### src/rtl/product_accumulator.sv
// Sums groups of LEN unsigned products with saturation and a sticky overflow flag.
// Each group result is held on a valid/ready output until it is taken.
//
// state   | meaning
// ST_ACC  | accumulating products, in_ready=1, out_valid=0
// ST_HOLD | group result presented, in_ready=0, out_valid=1
module product_accumulator #(
  parameter int PROD_W = 8,
  parameter int LEN    = 9,
  parameter int ACC_W  = 16
) (
  input  logic              clk,
  input  logic              rst_n,
  input  logic              clear,
  input  logic              in_valid,
  output logic              in_ready,
  input  logic [PROD_W-1:0] in_prod,
  output logic              out_valid,
  input  logic              out_ready,
  output logic [ACC_W-1:0]  out_sum,
  output logic              out_ovf
);

  localparam int CNT_W = (LEN > 1) ? $clog2(LEN) : 1;
  localparam logic [CNT_W-1:0] CNT_LAST = CNT_W'(LEN - 1);

  typedef enum logic {
    ST_ACC  = 1'b0,
    ST_HOLD = 1'b1
  } state_t;

  state_t           state_q;
  logic [ACC_W-1:0] acc_q;
  logic [ACC_W-1:0] acc_d;
  logic [ACC_W-1:0] sum_q;
  logic [CNT_W-1:0] cnt_q;
  logic             ovf_q;
  logic             ovf_d;
  logic             ovf_out_q;
  logic [ACC_W:0]   add_full;
  logic             carry;
  logic             accept;
  logic             last_beat;

  // One extra bit catches the wrap; a saturated acc stays pinned at all-ones.
  always_comb begin
    add_full = {1'b0, acc_q} + {{(ACC_W + 1 - PROD_W){1'b0}}, in_prod};
    carry    = add_full[ACC_W];
    acc_d    = carry ? '1 : add_full[ACC_W-1:0];
    ovf_d    = ovf_q | carry;
  end

  assign in_ready  = (state_q == ST_ACC);
  assign out_valid = (state_q == ST_HOLD);
  assign accept    = in_valid && in_ready;
  assign last_beat = (cnt_q == CNT_LAST);
  assign out_sum   = sum_q;
  assign out_ovf   = ovf_out_q;

  always_ff @(posedge clk or negedge rst_n) begin
    if (!rst_n) begin
      state_q   <= ST_ACC;
      acc_q     <= '0;
      cnt_q     <= '0;
      ovf_q     <= 1'b0;
      sum_q     <= '0;
      ovf_out_q <= 1'b0;
    end else if (clear) begin
      // The held result registers keep their value; they only matter in ST_HOLD.
      state_q <= ST_ACC;
      acc_q   <= '0;
      cnt_q   <= '0;
      ovf_q   <= 1'b0;
    end else begin
      case (state_q)
        ST_ACC: begin
          if (accept) begin
            if (last_beat) begin
              sum_q     <= acc_d;
              ovf_out_q <= ovf_d;
              acc_q     <= '0;
              cnt_q     <= '0;
              ovf_q     <= 1'b0;
              state_q   <= ST_HOLD;
            end else begin
              acc_q <= acc_d;
              cnt_q <= cnt_q + CNT_W'(1);
              ovf_q <= ovf_d;
            end
          end
        end
        ST_HOLD: begin
          if (out_ready) state_q <= ST_ACC;
        end
        default: state_q <= ST_ACC;
      endcase
    end
  end

endmodule
### config.mk
export PLATFORM = sky130hd
export DESIGN_NAME = product_accumulator
export DESIGN_NICKNAME = d
export VERILOG_FILES = /design/src/rtl/product_accumulator.sv
export SDC_FILE = /design/constraint.sdc
export NUM_CORES = 1
export LEC_CHECK = 0
export CAP_MARGIN = 30
export CORE_AREA = 2 2 76 78
export DETAILED_ROUTE_END_ITERATION = 6
export DIE_AREA = 0 0 78 80
export HOLD_SLACK_MARGIN = 0.05
export PLACE_DENSITY = 0.72
export SETUP_SLACK_MARGIN = 0.4
export SYNTH_ARGS = -nofsm -noshare
export SYNTH_HDL_FRONTEND = slang
export SYNTH_SLANG_ARGS = --single-unit
### constraint.sdc
create_clock -name clk -period 2.2 [get_ports clk]
set_input_delay 0.66 -clock clk [delete_from_list [all_inputs] [get_ports clk]]
set_output_delay 0.66 -clock clk [all_outputs]
set_load 0.03 [all_outputs]
==> impl_metrics.toml, run 1 <==
[setup_path]
cp_data_arrival_time_ns = 2.54
worst-r2r-cell-count = 9
startpoint_type = "primary input"
worstSetupPathType = "primary input to register"
path_max_fanout = 5
end_kind = "register"
worstPathRequired_ns = 2.39

[pwr]
intPower_w = 0.001386
leakagePower_nw = 1.551
swShare = 0.2876
seqPwrFrac = 0.394
cellPowerDensity_mw_per_mm2 = 585.2
switchingPower_w = 0.0005595
comb_power_share = 0.278
vdd_drop_max_mv = 0.3402
power_w = 0.001945
p_clk_frac = 0.328

[floorplan]
die_y_um = 80
rows = 27
die_w_um = 78
fp.dieArea_mm2 = 0.006240
pin_count = 32
initial_utilization = 0.3933
core_area_mm2 = 0.005405

[layout]
fin_cells = 388
diodes = 0
syn_to_final_growth_pct = 56.39
fillerInstances = 425
drive_gt1_frac = 0.3829
nets = 339

[cts]
cts_tree = "done"
clk_latency_ns = 0.29
htreeDepth = 2
cts_made_buffers = 5
clkSlewWorstSetupHoldPaths_ns = 0.08
clockBufferDepth = 2
cts_sinks = 39
root_buffer = "clkbuf_8"
postCtsHoldBufs = 0

[yosys]
async_flop_share = 1.000
synthesis.area_mm2 = 0.002126
postSynthAreaPerCell_um2 = 9.008
yosys_most_used_dff = "dfrtp_1"
netlist.area_leader.share = 0.4591
synthCells = 236
synth_edf_count = 0
synth_cell_types = 38
ys_ff_latch = 39
syn_nets = 260
yosys.area.top_type = "dfrtp_1"
synth_common_cells = "39 x dfrtp_1, 33 x nand2_1, 33 x o21ai_0"
synthTopCellsByArea = "dfrtp_1 46%, o21ai_0 7.8%, ha_1 5.9%"
synth_seq_area_share = 0.4591
yosysMostFrequentCell = "dfrtp_1"
synth_warnings = 0

[routing]
drtIter0Drc = 176
wl_per_cell_um = 16.81
route.vias.total = 2151
drc = 0
drtAntennaViolNets = 0
drtPass1Iterations = 4
wirelength_um = 6524
via_per_inst = 5.544

[global_route]
grtUsageTotal = 0.2169
grt_max_degree = 40
grt_antenna_before_repair = 0
grt_pass1_vias = 2177
grt_first_pass_wirelength_um = 10510
overflow = 0

[worst_hold_path]
hold_path.class = "primary input to async pin"

[sta]
setup_viol = 32
setup_ws_ns = -0.1551
rsz0062_at_grt = "yes"
fin_tns_setup_ns = -3.187
min_period_ns = 2.355
holdWs_ns = 0.3110
finalCritPeriodShare = 1.071
hold_viol = 0
fin_skew_ns = 0.002497
slew_viol_final = 0
worst_pin_slew_ns = 0.4640
timing.slew.headroom = 0.6874
timing.fmax_mhz = 424.6

[place]
gp_congestion = 0.8717
placedCellCount = 366
dp_slack_ns = -0.7517
port_buffers = 31
place_hpwl_um = 3993

[status]
status = "finished with violations"
violations = "setup timing"

[job]
drv_cap = 0
==> per-layer routing <==
layer	global-route usage	wire (µm)	vias to the layer above
met2	0.3724	3314	70
li1	-	-	1007
met1	0.2690	2771	1058
met3	0.04186	316	16
met5	0	0	-
met4	0.08596	121	0
==> power groups by stage <==
stage / sequential [W] / combinational (W) / clock, W
floorplan: 0.000771 / 0.000264 / 0
global placement: 0.000773 / 0.000404 / 0
detailed placement: 0.000774 / 0.000415 / 0
CTS: 0.000767 / 0.000499 / 0.000640
global route: 0.000771 / 0.000582 / 0.000679
finish: 0.000767 / 0.000541 / 0.000637
==> cell type report <==
| type | count | area [µm²] | area share |
|---|---|---|---|
| clock inverters | 2 | 35.03 | 0.01054 |
| repair buffers | 81 | 685.7 | 0.2062 |
| clock buffers | 6 | 82.58 | 0.02484 |
| well taps | 72 | 90.09 | 0.02710 |
| inverters | 5 | 18.77 | 0.005645 |
| flip-flops and latches | 39 | 975.9 | 0.2936 |
| multi-input cells | 183 | 1436 | 0.4321 |
==> cells by family after synthesis <==
group	count (synthesis)	share of synthesized area
AO/OA/AOI/OAI	82	0.2419
XOR/XNOR	8	0.03296
adder cells (fa/ha/maj)	11	0.06828
buffers and inverters	14	0.02531
flip-flops	39	0.4591
AND/OR/NAND/NOR	82	0.1725
==> state kept, by name (all words and copies together), names as in the netlist <==
register	cells
acc_q	16
out_sum	16
cnt_q	4
out_ovf	1
out_valid	1
ovf_q	1
==> through the flow <==
step	util	cell area [µm²]
after floorplan	-	2235
after global routing	0.6150	3324
after global placement	0.5336	2884
final	0.6150	3324
after CTS	0.5981	3233
after detailed placement	0.5336	2884
==> repair_timing <==
action / CTS / global route
gates resized for setup: 94 / 16
setup buffers: 10 / 4
pin swaps: 34 / 15
setup endpoints to repair: 55 / 34
==> path summary, 6_finish.rpt <==
| kind | startpoint | slack (ns) | end |
|---|---|---|---|
| min reg2reg | out_sum[4]$_DFFE_PN0P_ | 0.47 | out_sum[4]$_DFFE_PN0P_ |
| max reg2reg | acc_q[0]$_DFFE_PN0P_ | -0.14 | acc_q[9]$_DFFE_PN0P_ |
| min | rst_n | 0.31 | acc_q[2]$_DFFE_PN0P_ |
| max | in_prod[1] | -0.16 | acc_q[9]$_DFFE_PN0P_ |
| max in group asynchronous | rst_n | 1.68 | out_sum[14]$_DFFE_PN0P_ |
| min in group clk | out_sum[4]$_DFFE_PN0P_ | 0.47 | out_sum[4]$_DFFE_PN0P_ |
==> placed cells by master, fill, tap and decap left out, drive strengths merged, types with 3 or more instances in the layout <==
| cell type | netlist | routed |
|---|---|---|
| clkbuf | 8 | 6 |
| nand3 | 3 | 3 |
| xnor2 | 3 | 3 |
| a21o | 8 | 8 |
| clkdlybuf4s50 | 0 | 3 |
| xor2 | 5 | 5 |
| a21oi | 15 | 15 |
| nor2b | 3 | 3 |
| nor2 | 27 | 27 |
| o22a | 3 | 3 |
| inv | 5 | 5 |
| or3 | 3 | 3 |
| buf | 1 | 58 |
| dfrtp | 39 | 39 |
| o21ai | 34 | 34 |
| a22o | 4 | 4 |
| nor3 | 4 | 4 |
| nand2 | 33 | 33 |
| a31oi | 3 | 3 |
| ha | 10 | 10 |
| o31ai | 3 | 3 |
| o211ai | 5 | 5 |
| clkdlybuf4s15 | 0 | 3 |
| dlygate4sd2 | 0 | 17 |
==> critical path, cell delays in order <==
cell and delay (ns):
buf_6 0.10, buf_6 0.11, fa_2 0.40, a211oi_2 0.25, o21ai_2 0.09, buf_4 0.15, o2111ai_4 0.28, or3_4 0.23
o21ai_1 0.07, a22o_1 0.21
Note: power is estimated with default switching activity, not from simulation.
==> run 2, diff against run 1 <==
--- a/config.mk
+++ b/config.mk
@@ -6,11 +6,12 @@
 export NUM_CORES = 1
 export LEC_CHECK = 0
 export CAP_MARGIN = 30
-export CORE_AREA = 2 2 76 78
+export CORE_AREA = 2 2 70 72
 export DETAILED_ROUTE_END_ITERATION = 6
-export DIE_AREA = 0 0 78 80
+export DIE_AREA = 0 0 72 74
+export GPL_TIMING_DRIVEN = 0
 export HOLD_SLACK_MARGIN = 0.05
-export PLACE_DENSITY = 0.72
+export PLACE_DENSITY = 0.81
 export SETUP_SLACK_MARGIN = 0.4
 export SYNTH_ARGS = -nofsm -noshare
 export SYNTH_HDL_FRONTEND = slang
==> impl_metrics.toml, run 2 (synthesis gave the netlist of run 1 again) <==
[sta]
timing.fmax_mhz = 433.7
rsz0062_at_grt = "yes"
fin_tns_setup_ns = -0.5311
setup_viol = 18
timing.slew.headroom = 0.4131
slew_viol_final = 0
worst_pin_slew_ns = 0.8803
hold_viol = 0
finalCritPeriodShare = 1.048
fin_skew_ns = 0.008469
setup_ws_ns = -0.1060
min_period_ns = 2.306

[global_route]
top_usage_layer = "met2"
met3_usage = 0.04607
gr-usage-met1 = 0.3484
overflow = 0
grt_pass1_vias = 2177
grt_first_pass_wirelength_um = 10980
grt_antenna_before_repair = 0
grtUsageTotal = 0.2682
use_met2 = 0.4465
grt_max_degree = 40

[cts]
cts_sinks = 39
postCtsHoldBufs = 0
cts_tree = "done"
root_buffer = "clkbuf_8"
clockBufferDepth = 2
clk_latency_ns = 0.29
clkSlewWorstSetupHoldPaths_ns = 0.08
cts_made_buffers = 5
htreeDepth = 2

[setup_path]
worstSetupPathType = "primary input to register"
path_max_fanout = 5
worstPathRequired_ns = 2.36
crit_path_cell_trace = "buf_6, ha_4, fa_2, a211oi_2, o21ai_2, o2111ai_2, buf_4, nor3_4, buf_6, nor2_4, o21ai_2"
worst-path-buf-inv = 3
critPathMaxStageDelay_ns = 0.34
end_kind = "register"
crit_family = "compound AO/OA/AOI/OAI gates"
crit_slowest_cell = "fa_2"
cp_data_arrival_time_ns = 2.46
startpoint_type = "primary input"

[status]
violations = "setup timing"
status = "finished with violations"

[floorplan]
fp.dieArea_mm2 = 0.005328
rows = 25
die_y_um = 74
core_area_mm2 = 0.004598
die_w_um = 72
pin_count = 32
initial_utilization = 0.4623

[layout]
drive_gt1_frac = 0.4108
fin_cells = 368
fillerInstances = 286
diodes = 0
nets = 337
final_common_cell = "dfrtp_1"
syn_to_final_growth_pct = 56.21
layout_common_cells = "39 x dfrtp_1, 33 x buf_4, 29 x nand2_1"

[pwr]
comb_power_share = 0.296
swShare = 0.2963
seqPwrFrac = 0.387
leakagePower_nw = 1.543
p_clk_frac = 0.317
cellPowerDensity_mw_per_mm2 = 597.5
intPower_w = 0.001396
switchingPower_w = 0.0005879
vdd_drop_max_mv = 0.5711
power_w = 0.001984

[job]
drv_cap = 0

[place]
gp_congestion = 0.9435
port_buffers = 30
dp_slack_ns = -0.9568
place_hpwl_um = 3608
placedCellCount = 320

[routing]
drc = 0
drtIter0Drc = 189
route.vias.total = 2213
via_per_inst = 6.014
drtPass1Iterations = 4
drtAntennaViolNets = 0
wl_per_cell_um = 18.96
wirelength_um = 6979

[worst_hold_path]
hold_path.class = "register to register"
[run 2: cell types whose count changed in the layout (fill, tap and decap cells not counted), sizes merged]
cell / before / now
buf: 58 / 50
clkbuf: 6 / 14
clkdlybuf4s15: 3 / 1
clkdlybuf4s50: 3 / 1
dlygate4sd2: 17 / 19
[run 2: metrics by stage]
stage | cell area [µm²] | hold slack, ns | util
floorplan | 2235 | 0.3644 | -
global placement | 2603 | 0.4625 | 0.5660
detailed placement | 2597 | 0.4724 | 0.5649
CTS | 3147 | 0.4883 | 0.6844
global route | 3321 | 0.5120 | 0.7222
finish | 3321 | 0.4809 | 0.7222
[run 2: worst paths after layout]
check | start | to | slack, ns | depth (start not counted)
max | in_prod[0] | out_sum[5]$_DFFE_PN0P_ | -0.11 | 11
min | out_sum[14]$_DFFE_PN0P_ | out_sum[14]$_DFFE_PN0P_ | 0.48 | 2
max reg2reg | acc_q[0]$_DFFE_PN0P_ | out_sum[5]$_DFFE_PN0P_ | -0.07 | 10
min reg2reg | out_sum[14]$_DFFE_PN0P_ | out_sum[14]$_DFFE_PN0P_ | 0.48 | 2
max in group asynchronous | rst_n | out_sum[5]$_DFFE_PN0P_ | 1.17 | 1
min in group asynchronous | rst_n | acc_q[2]$_DFFE_PN0P_ | 0.49 | 1
[run 2: power groups by stage]
stage	logic (W)	registers, W	clock network (W)
detailed placement	0.000351	0.000774	0
finish	0.000586	0.000768	0.000630
CTS	0.000495	0.000768	0.000631
global route	0.000620	0.000771	0.000667
floorplan	0.000264	0.000771	0
global placement	0.000339	0.000773	0
[run 2: worst reg2reg max path: cells and delay by family (launching register included)]
family | cells | cell delay [ns]
and+or+nand+nor | 2 | 0.23
buffers and inverters | 2 | 0.34
AOI/OAI and AO/OA | 4 | 0.63
adders and majority gates | 2 | 0.53
DFF | 1 | 0.41
[run 2: metal layers]
layer	up-vias	share of wire
met5	-	0
met4	0	0.034
met3	28	0.058
met2	114	0.50
met1	1066	0.41
li1	1005	-
[run 2: layout make-up]
type | count | area [µm²] | share of cell area
inverter | 5 | 18.77 | 0.005652
timing repair buffer | 70 | 584.3 | 0.1760
multi-input combinational | 183 | 1479 | 0.4454
clock buffer | 6 | 82.58 | 0.02487
clock inverter | 2 | 35.03 | 0.01055
tap | 54 | 67.56 | 0.02035
sequential | 39 | 975.9 | 0.2939
buffer | 9 | 77.57 | 0.02336
[run 2: timing repair]
item | CTS | global route
pin swaps | 37 | 28
endpoints found under the setup margin | 56 | 37
resized for setup | 108 | 33
setup buffers | 31 | 8
gates cloned | 1 | 0
==> run 3, diff against run 2 <==
--- a/config.mk
+++ b/config.mk
@@ -7,6 +7,7 @@
 export LEC_CHECK = 0
 export CAP_MARGIN = 30
 export CORE_AREA = 2 2 70 72
+export CTS_CLUSTER_DIAMETER = 30
 export DETAILED_ROUTE_END_ITERATION = 6
 export DIE_AREA = 0 0 72 74
 export GPL_TIMING_DRIVEN = 0
==> results of run 3 <==
Final layout, timing and power as in run 2 (identical DEF).
